<file path="src/rtl/hazard_ctrl_pkg.sv">
// Shared types and constants for the pipeline hazard controller.
package hazard_ctrl_pkg;

  typedef logic [1:0] fwd_sel_t;
  typedef logic [4:0] reg_idx_t;

  localparam fwd_sel_t FWD_RF    = 2'b00;
  localparam fwd_sel_t FWD_MEMWB = 2'b01;
  localparam fwd_sel_t FWD_EXMEM = 2'b10;

  localparam reg_idx_t REG_ZERO = 5'd0;

  localparam logic [0:0] ST_RUN    = 1'b0;
  localparam logic [0:0] ST_LSTALL = 1'b1;

  // Operand select for one EX source register; the younger EX/MEM result wins.
  function automatic fwd_sel_t fwd_select(input reg_idx_t src,
                                          input logic     exmem_we,
                                          input reg_idx_t exmem_dst,
                                          input logic     memwb_we,
                                          input reg_idx_t memwb_dst);
    if (exmem_we && (exmem_dst != REG_ZERO) && (exmem_dst == src))
      return FWD_EXMEM;
    else if (memwb_we && (memwb_dst != REG_ZERO) && (memwb_dst == src))
      return FWD_MEMWB;
    else
      return FWD_RF;
  endfunction

endpackage

</file>
<file path="src/rtl/hazard_ctrl_if.sv">
// Pipeline-side signal bundle of the hazard controller.
interface hazard_ctrl_if
  import hazard_ctrl_pkg::*;
#(
  parameter int unsigned CNT_W = 16
) ();

  reg_idx_t         id_rs;
  reg_idx_t         id_rt;
  logic             id_uses_rs;
  logic             id_uses_rt;
  reg_idx_t         idex_rs;
  reg_idx_t         idex_rt;
  reg_idx_t         idex_reg_dest;
  logic             idex_MemRead;
  reg_idx_t         exmem_reg_dest;
  logic             exmem_RegWrite;
  logic             exmem_Branch;
  logic             exmem_zero;
  reg_idx_t         memwb_reg_dest;
  logic             memwb_RegWrite;
  logic             mem_busy;

  fwd_sel_t         forward_a;
  fwd_sel_t         forward_b;
  logic             pc_write;
  logic             if_id_write;
  logic             id_ex_write;
  logic             ex_mem_write;
  logic             mem_wb_write;
  logic             if_id_flush;
  logic             ex_mem_flush;
  logic             id_ex_bubble;
  logic             pc_src_branch;
  logic [CNT_W-1:0] stall_count;
  logic [CNT_W-1:0] flush_count;

  modport master (
    output id_rs, id_rt, id_uses_rs, id_uses_rt, idex_rs, idex_rt,
           idex_reg_dest, idex_MemRead, exmem_reg_dest, exmem_RegWrite,
           exmem_Branch, exmem_zero, memwb_reg_dest, memwb_RegWrite, mem_busy,
    input  forward_a, forward_b, pc_write, if_id_write, id_ex_write,
           ex_mem_write, mem_wb_write, if_id_flush, ex_mem_flush,
           id_ex_bubble, pc_src_branch, stall_count, flush_count
  );

  modport slave (
    input  id_rs, id_rt, id_uses_rs, id_uses_rt, idex_rs, idex_rt,
           idex_reg_dest, idex_MemRead, exmem_reg_dest, exmem_RegWrite,
           exmem_Branch, exmem_zero, memwb_reg_dest, memwb_RegWrite, mem_busy,
    output forward_a, forward_b, pc_write, if_id_write, id_ex_write,
           ex_mem_write, mem_wb_write, if_id_flush, ex_mem_flush,
           id_ex_bubble, pc_src_branch, stall_count, flush_count
  );

endinterface

</file>
<file path="src/rtl/hazard_ctrl_forward_unit.sv">
// ALU operand forwarding selects for both EX source operands.
module hazard_ctrl_forward_unit
  import hazard_ctrl_pkg::*;
(
  input  reg_idx_t idex_rs,
  input  reg_idx_t idex_rt,
  input  reg_idx_t exmem_reg_dest,
  input  logic     exmem_RegWrite,
  input  reg_idx_t memwb_reg_dest,
  input  logic     memwb_RegWrite,
  output fwd_sel_t forward_a,
  output fwd_sel_t forward_b
);

  // Same priority rule applied independently to rs and rt.
  always_comb begin
    forward_a = fwd_select(idex_rs, exmem_RegWrite, exmem_reg_dest,
                           memwb_RegWrite, memwb_reg_dest);
    forward_b = fwd_select(idex_rt, exmem_RegWrite, exmem_reg_dest,
                           memwb_RegWrite, memwb_reg_dest);
  end

endmodule

</file>
<file path="src/rtl/hazard_ctrl.sv">
// Hazard and sequencing controller: forwarding, load-use stalls,
// branch flushes, memory-busy freeze and saturating perf counters.
module hazard_ctrl
  import hazard_ctrl_pkg::*;
#(
  parameter int unsigned LOAD_STALL_CYCLES = 1,
  parameter int unsigned CNT_W             = 16
) (
  input logic       clock,
  input logic       reset,
  hazard_ctrl_if.slave bus
);

  localparam logic [2:0] STALL_RELOAD = 3'(LOAD_STALL_CYCLES - 1);

  logic [0:0]       state;
  logic [2:0]       stall_left;
  logic             rst_q;
  logic             force_rst;
  logic             hazard;
  logic             taken;
  logic [CNT_W-1:0] stall_cnt;
  logic [CNT_W-1:0] flush_cnt;
  fwd_sel_t         fwd_a;
  fwd_sel_t         fwd_b;

  hazard_ctrl_forward_unit forward_unit (
    .idex_rs        (bus.idex_rs),
    .idex_rt        (bus.idex_rt),
    .exmem_reg_dest (bus.exmem_reg_dest),
    .exmem_RegWrite (bus.exmem_RegWrite),
    .memwb_reg_dest (bus.memwb_reg_dest),
    .memwb_RegWrite (bus.memwb_RegWrite),
    .forward_a      (fwd_a),
    .forward_b      (fwd_b)
  );

  // Reset stays in force for one extra cycle after reset drops (rst_q).
  assign force_rst = reset | rst_q;

  assign hazard = bus.idex_MemRead && (bus.idex_reg_dest != REG_ZERO) &&
                  ((bus.id_uses_rs && (bus.idex_reg_dest == bus.id_rs)) ||
                   (bus.id_uses_rt && (bus.idex_reg_dest == bus.id_rt)));
  assign taken  = bus.exmem_Branch && bus.exmem_zero;

  assign bus.forward_a   = force_rst ? FWD_RF : fwd_a;
  assign bus.forward_b   = force_rst ? FWD_RF : fwd_b;
  assign bus.stall_count = stall_cnt;
  assign bus.flush_count = flush_cnt;

  // FSM, stall down-counter and counters; priority reset > busy > taken > stall.
  always_ff @(posedge clock) begin
    if (reset) begin
      rst_q      <= 1'b1;
      state      <= ST_RUN;
      stall_left <= '0;
      stall_cnt  <= '0;
      flush_cnt  <= '0;
    end else begin
      rst_q <= 1'b0;
      if (rst_q) begin
        state      <= ST_RUN;
        stall_left <= '0;
        stall_cnt  <= '0;
        flush_cnt  <= '0;
      end else if (bus.mem_busy) begin
        if (stall_cnt != '1) stall_cnt <= stall_cnt + 1'b1;
      end else if (taken) begin
        state      <= ST_RUN;
        stall_left <= '0;
        if (flush_cnt != '1) flush_cnt <= flush_cnt + 1'b1;
      end else if (state == ST_LSTALL) begin
        if (stall_cnt != '1) stall_cnt <= stall_cnt + 1'b1;
        stall_left <= stall_left - 3'd1;
        if (stall_left <= 3'd1) state <= ST_RUN;
      end else if (hazard) begin
        if (stall_cnt != '1) stall_cnt <= stall_cnt + 1'b1;
        if (LOAD_STALL_CYCLES > 1) begin
          state      <= ST_LSTALL;
          stall_left <= STALL_RELOAD;
        end
      end
    end
  end

  // Stage enables, flushes and PC select from the same priority order.
  always_comb begin
    bus.pc_write      = 1'b1;
    bus.if_id_write   = 1'b1;
    bus.id_ex_write   = 1'b1;
    bus.ex_mem_write  = 1'b1;
    bus.mem_wb_write  = 1'b1;
    bus.if_id_flush   = 1'b0;
    bus.id_ex_bubble  = 1'b0;
    bus.ex_mem_flush  = 1'b0;
    bus.pc_src_branch = 1'b0;
    if (force_rst || bus.mem_busy) begin
      bus.pc_write     = 1'b0;
      bus.if_id_write  = 1'b0;
      bus.id_ex_write  = 1'b0;
      bus.ex_mem_write = 1'b0;
      bus.mem_wb_write = 1'b0;
      if (force_rst) begin
        bus.if_id_flush  = 1'b1;
        bus.id_ex_bubble = 1'b1;
        bus.ex_mem_flush = 1'b1;
      end
    end else if (taken) begin
      bus.pc_src_branch = 1'b1;
      bus.if_id_flush   = 1'b1;
      bus.id_ex_bubble  = 1'b1;
      bus.ex_mem_flush  = 1'b1;
    end else if ((state == ST_LSTALL) || hazard) begin
      bus.pc_write     = 1'b0;
      bus.if_id_write  = 1'b0;
      bus.id_ex_bubble = 1'b1;
    end
  end

endmodule
</file>
<file path="src/flat_wrapper.sv">
// flat-port wrapper written by rule: the top's interface ports become plain ports
module hazard_ctrl_flat import hazard_ctrl_pkg::*;
#(
  parameter int unsigned LOAD_STALL_CYCLES = 1,
  parameter int unsigned CNT_W             = 16
)
  (clock, reset, bus_id_rs, bus_id_rt, bus_id_uses_rs, bus_id_uses_rt, bus_idex_rs, bus_idex_rt, bus_idex_reg_dest, bus_idex_MemRead, bus_exmem_reg_dest, bus_exmem_RegWrite, bus_exmem_Branch, bus_exmem_zero, bus_memwb_reg_dest, bus_memwb_RegWrite, bus_mem_busy, bus_forward_a, bus_forward_b, bus_pc_write, bus_if_id_write, bus_id_ex_write, bus_ex_mem_write, bus_mem_wb_write, bus_if_id_flush, bus_ex_mem_flush, bus_id_ex_bubble, bus_pc_src_branch, bus_stall_count, bus_flush_count);
  hazard_ctrl_if #(.CNT_W(CNT_W)) bus_i ();
  input logic clock;
  input logic reset;
  input wire logic [$bits(bus_i.id_rs)-1:0] bus_id_rs;
  input wire logic [$bits(bus_i.id_rt)-1:0] bus_id_rt;
  input wire logic [$bits(bus_i.id_uses_rs)-1:0] bus_id_uses_rs;
  input wire logic [$bits(bus_i.id_uses_rt)-1:0] bus_id_uses_rt;
  input wire logic [$bits(bus_i.idex_rs)-1:0] bus_idex_rs;
  input wire logic [$bits(bus_i.idex_rt)-1:0] bus_idex_rt;
  input wire logic [$bits(bus_i.idex_reg_dest)-1:0] bus_idex_reg_dest;
  input wire logic [$bits(bus_i.idex_MemRead)-1:0] bus_idex_MemRead;
  input wire logic [$bits(bus_i.exmem_reg_dest)-1:0] bus_exmem_reg_dest;
  input wire logic [$bits(bus_i.exmem_RegWrite)-1:0] bus_exmem_RegWrite;
  input wire logic [$bits(bus_i.exmem_Branch)-1:0] bus_exmem_Branch;
  input wire logic [$bits(bus_i.exmem_zero)-1:0] bus_exmem_zero;
  input wire logic [$bits(bus_i.memwb_reg_dest)-1:0] bus_memwb_reg_dest;
  input wire logic [$bits(bus_i.memwb_RegWrite)-1:0] bus_memwb_RegWrite;
  input wire logic [$bits(bus_i.mem_busy)-1:0] bus_mem_busy;
  output wire logic [$bits(bus_i.forward_a)-1:0] bus_forward_a;
  output wire logic [$bits(bus_i.forward_b)-1:0] bus_forward_b;
  output wire logic [$bits(bus_i.pc_write)-1:0] bus_pc_write;
  output wire logic [$bits(bus_i.if_id_write)-1:0] bus_if_id_write;
  output wire logic [$bits(bus_i.id_ex_write)-1:0] bus_id_ex_write;
  output wire logic [$bits(bus_i.ex_mem_write)-1:0] bus_ex_mem_write;
  output wire logic [$bits(bus_i.mem_wb_write)-1:0] bus_mem_wb_write;
  output wire logic [$bits(bus_i.if_id_flush)-1:0] bus_if_id_flush;
  output wire logic [$bits(bus_i.ex_mem_flush)-1:0] bus_ex_mem_flush;
  output wire logic [$bits(bus_i.id_ex_bubble)-1:0] bus_id_ex_bubble;
  output wire logic [$bits(bus_i.pc_src_branch)-1:0] bus_pc_src_branch;
  output wire logic [$bits(bus_i.stall_count)-1:0] bus_stall_count;
  output wire logic [$bits(bus_i.flush_count)-1:0] bus_flush_count;
  assign bus_i.id_rs = bus_id_rs;
  assign bus_i.id_rt = bus_id_rt;
  assign bus_i.id_uses_rs = bus_id_uses_rs;
  assign bus_i.id_uses_rt = bus_id_uses_rt;
  assign bus_i.idex_rs = bus_idex_rs;
  assign bus_i.idex_rt = bus_idex_rt;
  assign bus_i.idex_reg_dest = bus_idex_reg_dest;
  assign bus_i.idex_MemRead = bus_idex_MemRead;
  assign bus_i.exmem_reg_dest = bus_exmem_reg_dest;
  assign bus_i.exmem_RegWrite = bus_exmem_RegWrite;
  assign bus_i.exmem_Branch = bus_exmem_Branch;
  assign bus_i.exmem_zero = bus_exmem_zero;
  assign bus_i.memwb_reg_dest = bus_memwb_reg_dest;
  assign bus_i.memwb_RegWrite = bus_memwb_RegWrite;
  assign bus_i.mem_busy = bus_mem_busy;
  assign bus_forward_a = bus_i.forward_a;
  assign bus_forward_b = bus_i.forward_b;
  assign bus_pc_write = bus_i.pc_write;
  assign bus_if_id_write = bus_i.if_id_write;
  assign bus_id_ex_write = bus_i.id_ex_write;
  assign bus_ex_mem_write = bus_i.ex_mem_write;
  assign bus_mem_wb_write = bus_i.mem_wb_write;
  assign bus_if_id_flush = bus_i.if_id_flush;
  assign bus_ex_mem_flush = bus_i.ex_mem_flush;
  assign bus_id_ex_bubble = bus_i.id_ex_bubble;
  assign bus_pc_src_branch = bus_i.pc_src_branch;
  assign bus_stall_count = bus_i.stall_count;
  assign bus_flush_count = bus_i.flush_count;
  hazard_ctrl #(.LOAD_STALL_CYCLES(LOAD_STALL_CYCLES), .CNT_W(CNT_W)) u_core (.clock(clock), .reset(reset), .bus(bus_i));
endmodule
</file>
<file path="config.mk">
export PLATFORM = sky130hd
export DESIGN_NAME = hazard_ctrl_flat
export DESIGN_NICKNAME = d
export VERILOG_FILES = /design/src/rtl/hazard_ctrl_pkg.sv /design/src/rtl/hazard_ctrl_if.sv /design/src/rtl/hazard_ctrl_forward_unit.sv /design/src/rtl/hazard_ctrl.sv /design/src/flat_wrapper.sv
export SDC_FILE = /design/constraint.sdc
export NUM_CORES = 1
export LEC_CHECK = 0
export CAP_MARGIN = 5
export CORE_UTILIZATION = 43
export DETAILED_ROUTE_END_ITERATION = 8
export PLACE_DENSITY_LB_ADDON = 0.2
export SLEW_MARGIN = 20
export SYNTH_ARGS = -nofsm -noshare
export SYNTH_HDL_FRONTEND = slang
export SYNTH_HIERARCHICAL = 1
export SYNTH_SLANG_ARGS = --single-unit
</file>
<file path="constraint.sdc">
create_clock -name clock -period 2.6 [get_ports clock]
set_input_delay 0.52 -clock clock [delete_from_list [all_inputs] [get_ports clock]]
set_output_delay 0.52 -clock clock [all_outputs]
set_load 0.01 [all_outputs]
</file>
==> results of run 1 <==
==> through the flow <==
| stage | setup WS, ns | hold slack [ns] | instances | total power, mW |
|---|---|---|---|---|
| 2_1_floorplan | 0.006128 | 0.4496 | 272 | 0.6704 |
| 3_3_place_gp | -0.6368 | 0.4654 | 445 | 0.8069 |
| 3_5_place_dp | -0.6642 | 0.4664 | 445 | 0.8098 |
| 4_1_cts | 0.005479 | 0.4766 | 456 | 1.339 |
| 5_1_grt | -0.007165 | 0.5147 | 455 | 1.390 |
| 6_report | 0.08146 | 0.4775 | 455 | 1.336 |
==> cells by family (layout without fill, tap and decap cells) <==
logic type,Yosys count,after routing
flip-flops,37,37
adder cells (fa/ha/maj),4,4
AO/OA/AOI/OAI,44,45
buffers and inverters,16,131
XOR/XNOR,47,47
AND/OR/NAND/NOR,122,122
multiplexers,2,2
==> layer usage <==
metal	GRT usage [%]	vias up	share of wire (%)
met1	26.18	1108	42
met3	4.878	11	6.5
met5	0	-	0
li1	-	1200	-
met4	9.188	0	1.6
met2	41.82	85	50
==> registers in the layout, summed over array words and instances, names as in the netlist <==
register	cells
u_core/bus.flush_count	16
u_core/bus.stall_count	16
u_core/rst_q	1
u_core/stall_left	3
u_core/state	1
==> timing repair <==
action | 4_1_cts | 5_1_grt
gates cloned | 2 | 0
setup buffers | 1 | 0
gates resized for setup | 56 | 26
pin swaps | 23 | 16
endpoints found under the setup margin | 20 | 22
==> power by group <==
group / leakage (nW) / switching, mW / internal (mW)
clock: 0.0574 / 0.214 / 0.312
sequential: 0.298 / 0.00258 / 0.569
combinational: 0.982 / 0.101 / 0.137
total: 1.34 / 0.318 / 1.02
==> cell type report <==
| type | count | area, um^2 | share of cell area (%) |
|---|---|---|---|
| tap | 67 | 83.83 | 2.339 |
| inverter | 5 | 18.77 | 0.5237 |
| multi-input combinational | 220 | 1519 | 42.39 |
| timing repair buffer | 118 | 1101 | 30.73 |
| clock buffer | 6 | 82.58 | 2.304 |
| clock inverter | 2 | 37.54 | 1.047 |
| sequential | 37 | 740.7 | 20.67 |
==> cell usage in the layout, fill, tap and decap left out, types with 4 or more instances in the layout <==
cell / instances
buf_4: 23
a21oi_1: 9
xnor2_1: 22
dlygate4sd2_1: 13
nand3_1: 18
nand2_1: 19
nor4_1: 5
nor2_1: 27
o21ai_1: 5
a21oi_2: 4
or3_1: 7
clkbuf_2: 5
ha_1: 4
dfxtp_1: 37
inv_1: 5
buf_6: 4
o21ai_0: 7
and2_1: 9
nand4_1: 11
buf_2: 5
xor2_1: 24
clkbuf_8: 6
clkdlybuf4s50_1: 62
==> worst paths after layout <==
check	endpoint	slack, ns
worst max-delay path	bus_id_ex_bubble	0.08
worst min-delay path	u_core/stall_left[1]	0.48
worst max register to register	u_core/bus.stall_count[10]	0.36
worst min register to register	u_core/stall_left[1]	0.48
==> worst max-delay path, cell delays in order <==
cell	delay, ns
clkdlybuf4s15_2	0.19
or4_1	0.53
o21ai_1	0.17
o21bai_1	0.13
a21o_1	0.18
dlygate4sd2_1	0.28
==> results.py, run 1 <==
metrics = {
    "logic_synthesis": {
        "synth_seq_cells": 37,
        "synth_most_common_cell": "dfxtp_1",
        "synth_compound_area_share_pct": 12.90,
        "synth_mux_area_share_pct": 0.8934,
        "synth_top_family_by_area": "simple AND/OR/NAND/NOR gates",
        "synth_xor_area_share_pct": 18.37,
        "synth_edf_count": 0,
        "synth_simple_gate_area_share_pct": 28.81,
        "synthTopCellsByCount": "dfxtp_1, nor2_1, xor2_1",
        "synth_top_area_share_pct": 33.05,
        "syn_inst": 272,
        "synth_warnings": 6,
        "synth_flop_cell": "dfxtp_1",
        "netlist_area_mm2": 0.002241,
        "synth-async-reset-ratio_pct": 0,
        "synth_adder_area_share_pct": 2.233,
        "synth_area_per_cell_um2": 8.239,
        "mappedNetlistNets": 321,
        "synth.top_cells.by_area": "dfxtp_1, xor2_1, xnor2_1",
        "synth.distinct_cells": 42,
        "seq_area_frac_synth_pct": 33.05,
        "yosysTopAreaCell": "dfxtp_1",
    },
    "routing": {
        "avgViaCountPerCell": 5.284,
        "route.detailed.drc": 0,
        "ant_nets": 0,
        "routed_wirelength_um": 6233,
        "vias": 2404,
        "drt_iter0_drc": 98,
        "wire_per_inst_um": 13.70,
        "firstDrtPassIters": 4,
    },
    "clock_network": {
        "cts_tree": "built",
        "htreeDepth": 2,
        "cts_buffer_depth": 2,
        "cts_buffers": 5,
        "insertion_delay_ns": 0.29,
        "root_buffer": "clkbuf_8",
        "clkSinkCount": 37,
        "clkSlewWorstSetupHoldPaths_ns": 0.08,
        "holdBufCountCts": 0,
    },
    "sta": {
        "setup_tns_ns": 0,
        "finClkSkew_ns": 0.008171,
        "setup_violations": 0,
        "slew_headroom_pct": 58.25,
        "slew_violations": 0,
        "post-route-period-util_pct": 96.87,
        "finalHoldViolCount": 0,
        "fmax_mhz": 397.1,
        "fin_crit_ns": 2.519,
        "worst_pin_slew_ns": 0.6205,
    },
    "run_status": {
        "status": "complete, no violations",
    },
    "floorplan": {
        "start_util_pct": 45.92,
        "core_area_mm2": 0.004880,
        "row_count": 25,
        "die_w_um": 74.19,
        "die_h_um": 74.19,
        "pin_count": 90,
        "dieArea_mm2": 0.005504,
    },
    "cells_and_area": {
        "area_growth_syn_to_layout_pct": 59.91,
        "antennaDiodeCount": 0,
        "post-route-util_pct": 73.44,
        "final_nets": 436,
        "nFillCells": 399,
        "fin_area_mm2": 0.003583,
        "layout-drive-gt1-share_pct": 17.53,
    },
    "setup_path": {
        "r2r_cells": 8,
        "worst-path-max-fanout": 2,
        "endpoint_kind": "output port",
        "crit_start": "bus_idex_reg_dest[1]",
        "r2r_start": "u_core/bus.stall_count[0]",
        "critPathRequiredTime_ns": 2.08,
        "start_kind": "input port",
        "critPathKind": "input port to output port",
        "worstPathArrival_ns": 2.00,
    },
    "global_routing": {
        "grt_max_degree": 31,
        "antenna_found_initial": 0,
        "grt_pass1_vias": 2217,
        "grt_pass1_wl_um": 9729,
        "grt_util_all_layers_pct": 23.04,
        "overflow": 0,
    },
    "pwr": {
        "vdd_drop_max_v": 0.0002126,
        "p_per_area_mw_per_mm2": 372.7,
        "leakage_nw": 1.338,
    },
    "hold_path": {
        "hold_path_depth": 2,
        "hold_path.class": "register to register",
        "worstHoldStart": "u_core/stall_left[1]",
    },
    "placement": {
        "place.port_buffers": 89,
        "dpl-instance-area_mm2": 0.003373,
        "hpwlAfterDp_um": 4465,
        "globalplace.congestion": 0.7931,
    },
    "run": {
        "cap_violations": 0,
    },
}
No activity file was read; power rests on OpenSTA's default activity.
==> run 2: changes to the inputs <==
--- a/config.mk
+++ b/config.mk
@@ -9,6 +9,7 @@
 export CORE_UTILIZATION = 43
 export DETAILED_ROUTE_END_ITERATION = 8
 export PLACE_DENSITY_LB_ADDON = 0.2
+export SETUP_SLACK_MARGIN = 0.15
 export SLEW_MARGIN = 20
 export SYNTH_ARGS = -nofsm -noshare
 export SYNTH_HDL_FRONTEND = slang
==> run 2 against run 1 <==
Highest routed layer unchanged. Register-to-register slack about the same. Sequential share of layout area up 0.14 points. Die area unchanged. Critical endpoint is now bus_if_id_write. Largest cell class unchanged.
==> results.py, run 2 (synthesized netlist as in run 1, its figures left out) <==
metrics = {
    "cells_and_area": {
        "antennaDiodeCount": 0,
        "final_cell_mix": "clkdlybuf4s50_1, dfxtp_1, nor2_1",
        "area_growth_syn_to_layout_pct": 58.85,
        "layout_commonest_cell": "clkdlybuf4s50_1",
        "final_nets": 437,
        "post-route-util_pct": 72.95,
        "fin_cells": 456,
        "layout-drive-gt1-share_pct": 20.05,
    },
    "routing": {
        "ant_nets": 0,
        "routed_wirelength_um": 6357,
        "firstDrtPassIters": 4,
        "route.detailed.drc": 0,
        "drt_iter0_drc": 132,
        "vias": 2402,
        "wire_per_inst_um": 13.94,
        "avgViaCountPerCell": 5.268,
    },
    "setup_path": {
        "crit_start": "bus_idex_reg_dest[4]",
        "worst_path_max_delay_cell": "or4_4",
        "crit_path_end": "bus_if_id_write",
        "reg2reg_to": "u_core/bus.stall_count[1]",
        "critical_path.max_stage_delay_ns": 0.44,
        "critPathRequiredTime_ns": 2.08,
        "worstPathArrival_ns": 1.96,
        "critPathKind": "input port to output port",
        "worst-path-max-fanout": 3,
        "endpoint_kind": "output port",
        "cp_cell_sequence": "clkdlybuf4s15_2, or4_4, o21ai_4, o21bai_1, buf_4, a211oi_2, buf_2",
        "r2r_cells": 8,
        "r2r_start": "u_core/bus.stall_count[0]",
        "r2r_slack_ns": 0.36,
        "start_kind": "input port",
    },
    "clock_network": {
        "cts_buffers": 5,
        "htreeDepth": 2,
        "insertion_delay_ns": 0.29,
        "cts_tree": "built",
        "root_buffer": "clkbuf_8",
        "clkSlewWorstSetupHoldPaths_ns": 0.07,
        "clkSinkCount": 37,
        "cts_buffer_depth": 2,
    },
    "pwr": {
        "p_seq_share_pct": 47.8,
        "leakage_nw": 1.334,
        "combPwrFrac_pct": 19.1,
        "intPower_mw": 0.8794,
        "switchingPower_mw": 0.3155,
        "switching_share_pct": 26.40,
        "vdd_drop_max_v": 0.0002015,
        "clkPwrFrac_pct": 33.1,
        "p_per_area_mw_per_mm2": 335.7,
    },
    "sta": {
        "finalHoldViolCount": 0,
        "slew_headroom_pct": 55.06,
        "setup_violations": 0,
        "slew_violations": 0,
        "worst_pin_slew_ns": 0.6679,
        "hold_ws_ns": 0.4815,
        "fin_crit_ns": 2.477,
        "post-route-period-util_pct": 95.26,
        "grt_setup_unrepaired": "yes",
        "fmax_mhz": 403.7,
        "final.setup.worst_slack_ns": 0.1232,
        "setup_tns_ns": 0,
        "finClkSkew_ns": 0.007237,
    },
    "run_status": {
        "status": "complete, no violations",
    },
    "run": {
        "cap_violations": 0,
    },
    "placement": {
        "dp_cells": 445,
        "globalplace.congestion": 0.7807,
        "hpwlAfterDp_um": 4593,
        "place.port_buffers": 89,
        "pre_cts_ws_ns": -0.6085,
    },
    "floorplan": {
        "die_w_um": 74.19,
        "die_h_um": 74.19,
        "row_count": 25,
        "start_util_pct": 45.92,
        "core_area_mm2": 0.004880,
        "dieArea_mm2": 0.005504,
        "pin_count": 90,
    },
    "global_routing": {
        "grt_max_degree": 31,
        "antenna_found_initial": 0,
        "grt_pass1_vias": 2273,
        "overflow": 0,
        "grt_pass1_wl_um": 10060,
        "grt_util_all_layers_pct": 23.47,
    },
    "hold_path": {
        "hold_path.class": "register to register",
    },
}
==> run 2: changes by cell type in the layout (fill, tap and decap cells not counted), moves of 2 or more <==
cell,delta
clkdlybuf4s50_1,-18
dlygate4sd2_1,+11
clkbuf_2,-5
o21ai_1,-5
buf_2,+4
buf_6,+4
clkdlybuf4s15_2,+4
o21ai_0,+4
clkdlybuf4s15_1,+3
clkinv_2,+2
nor4_2,+2
==> run 2: metrics by stage <==
step / area, um^2 / total power [mW]
6_report: 3560 / 1.195
5_1_grt: 3560 / 1.251
4_1_cts: 3472 / 1.201
3_5_place_dp: 3366 / 0.8101
3_3_place_gp: 3366 / 0.8060
2_1_floorplan: 2246 / 0.6710
==> run 2: timing repair <==
action / in CTS / in global routing
gates resized for setup: 101 / 21
gates cloned: 1 / 0
setup buffers: 2 / 0
pin swaps: 41 / 22
endpoints found under the setup margin: 28 / 22
hold endpoints to repair: 0 / 0
hold buffers: 0 / 0
==> run 2: cell type report <==
class	count	area, um^2
Clock buffer	5	68.82
Clock inverter	3	17.52
Inverter	5	18.77
Timing Repair Buffer	119	1087
Tap cell	67	83.83
Sequential cell	37	740.7
Multi-Input combinational cell	220	1543
Fill cell	414	1320
==> run 2: worst max-delay path: cells and delay by family <==
family | cells | cell delay [ns]
compound gates | 3 | 0.48
buf+inv | 3 | 0.52
simple gates | 1 | 0.44
==> run 2: routing by layer <==
layer	part of all wire, %	vias to the layer above	track usage (%)
met5	0	-	0
met4	1.5	0	8.333
met3	6.3	14	4.472
met2	50	79	42.02
met1	43	1107	27.84
li1	-	1202	-
==> run 2: power groups by stage <==
stage	sequential (mW)	clock, mW	combinational, mW
final	0.571	0.395	0.229
after global routing	0.572	0.433	0.246
after CTS	0.571	0.409	0.220
after global placement	0.584	0	0.222
after detailed placement	0.585	0	0.226
after floorplan	0.585	0	0.0862
==> run 2: worst min-delay path by stage <==
| stage | cells after the start | startpoint | slack, ns | to |
|---|---|---|---|---|
| after detailed placement | 2 | u_core/stall_left[1] | 0.48 | u_core/stall_left[1] |
| after global routing | 2 | u_core/stall_left[1] | 0.52 | u_core/stall_left[1] |
| after CTS | 2 | u_core/stall_left[1] | 0.49 | u_core/stall_left[1] |
| after floorplan | 2 | u_core/stall_left[1] | 0.45 | u_core/stall_left[1] |
| final | 2 | u_core/stall_left[1] | 0.48 | u_core/stall_left[1] |
| after global placement | 2 | u_core/stall_left[1] | 0.46 | u_core/stall_left[1] |
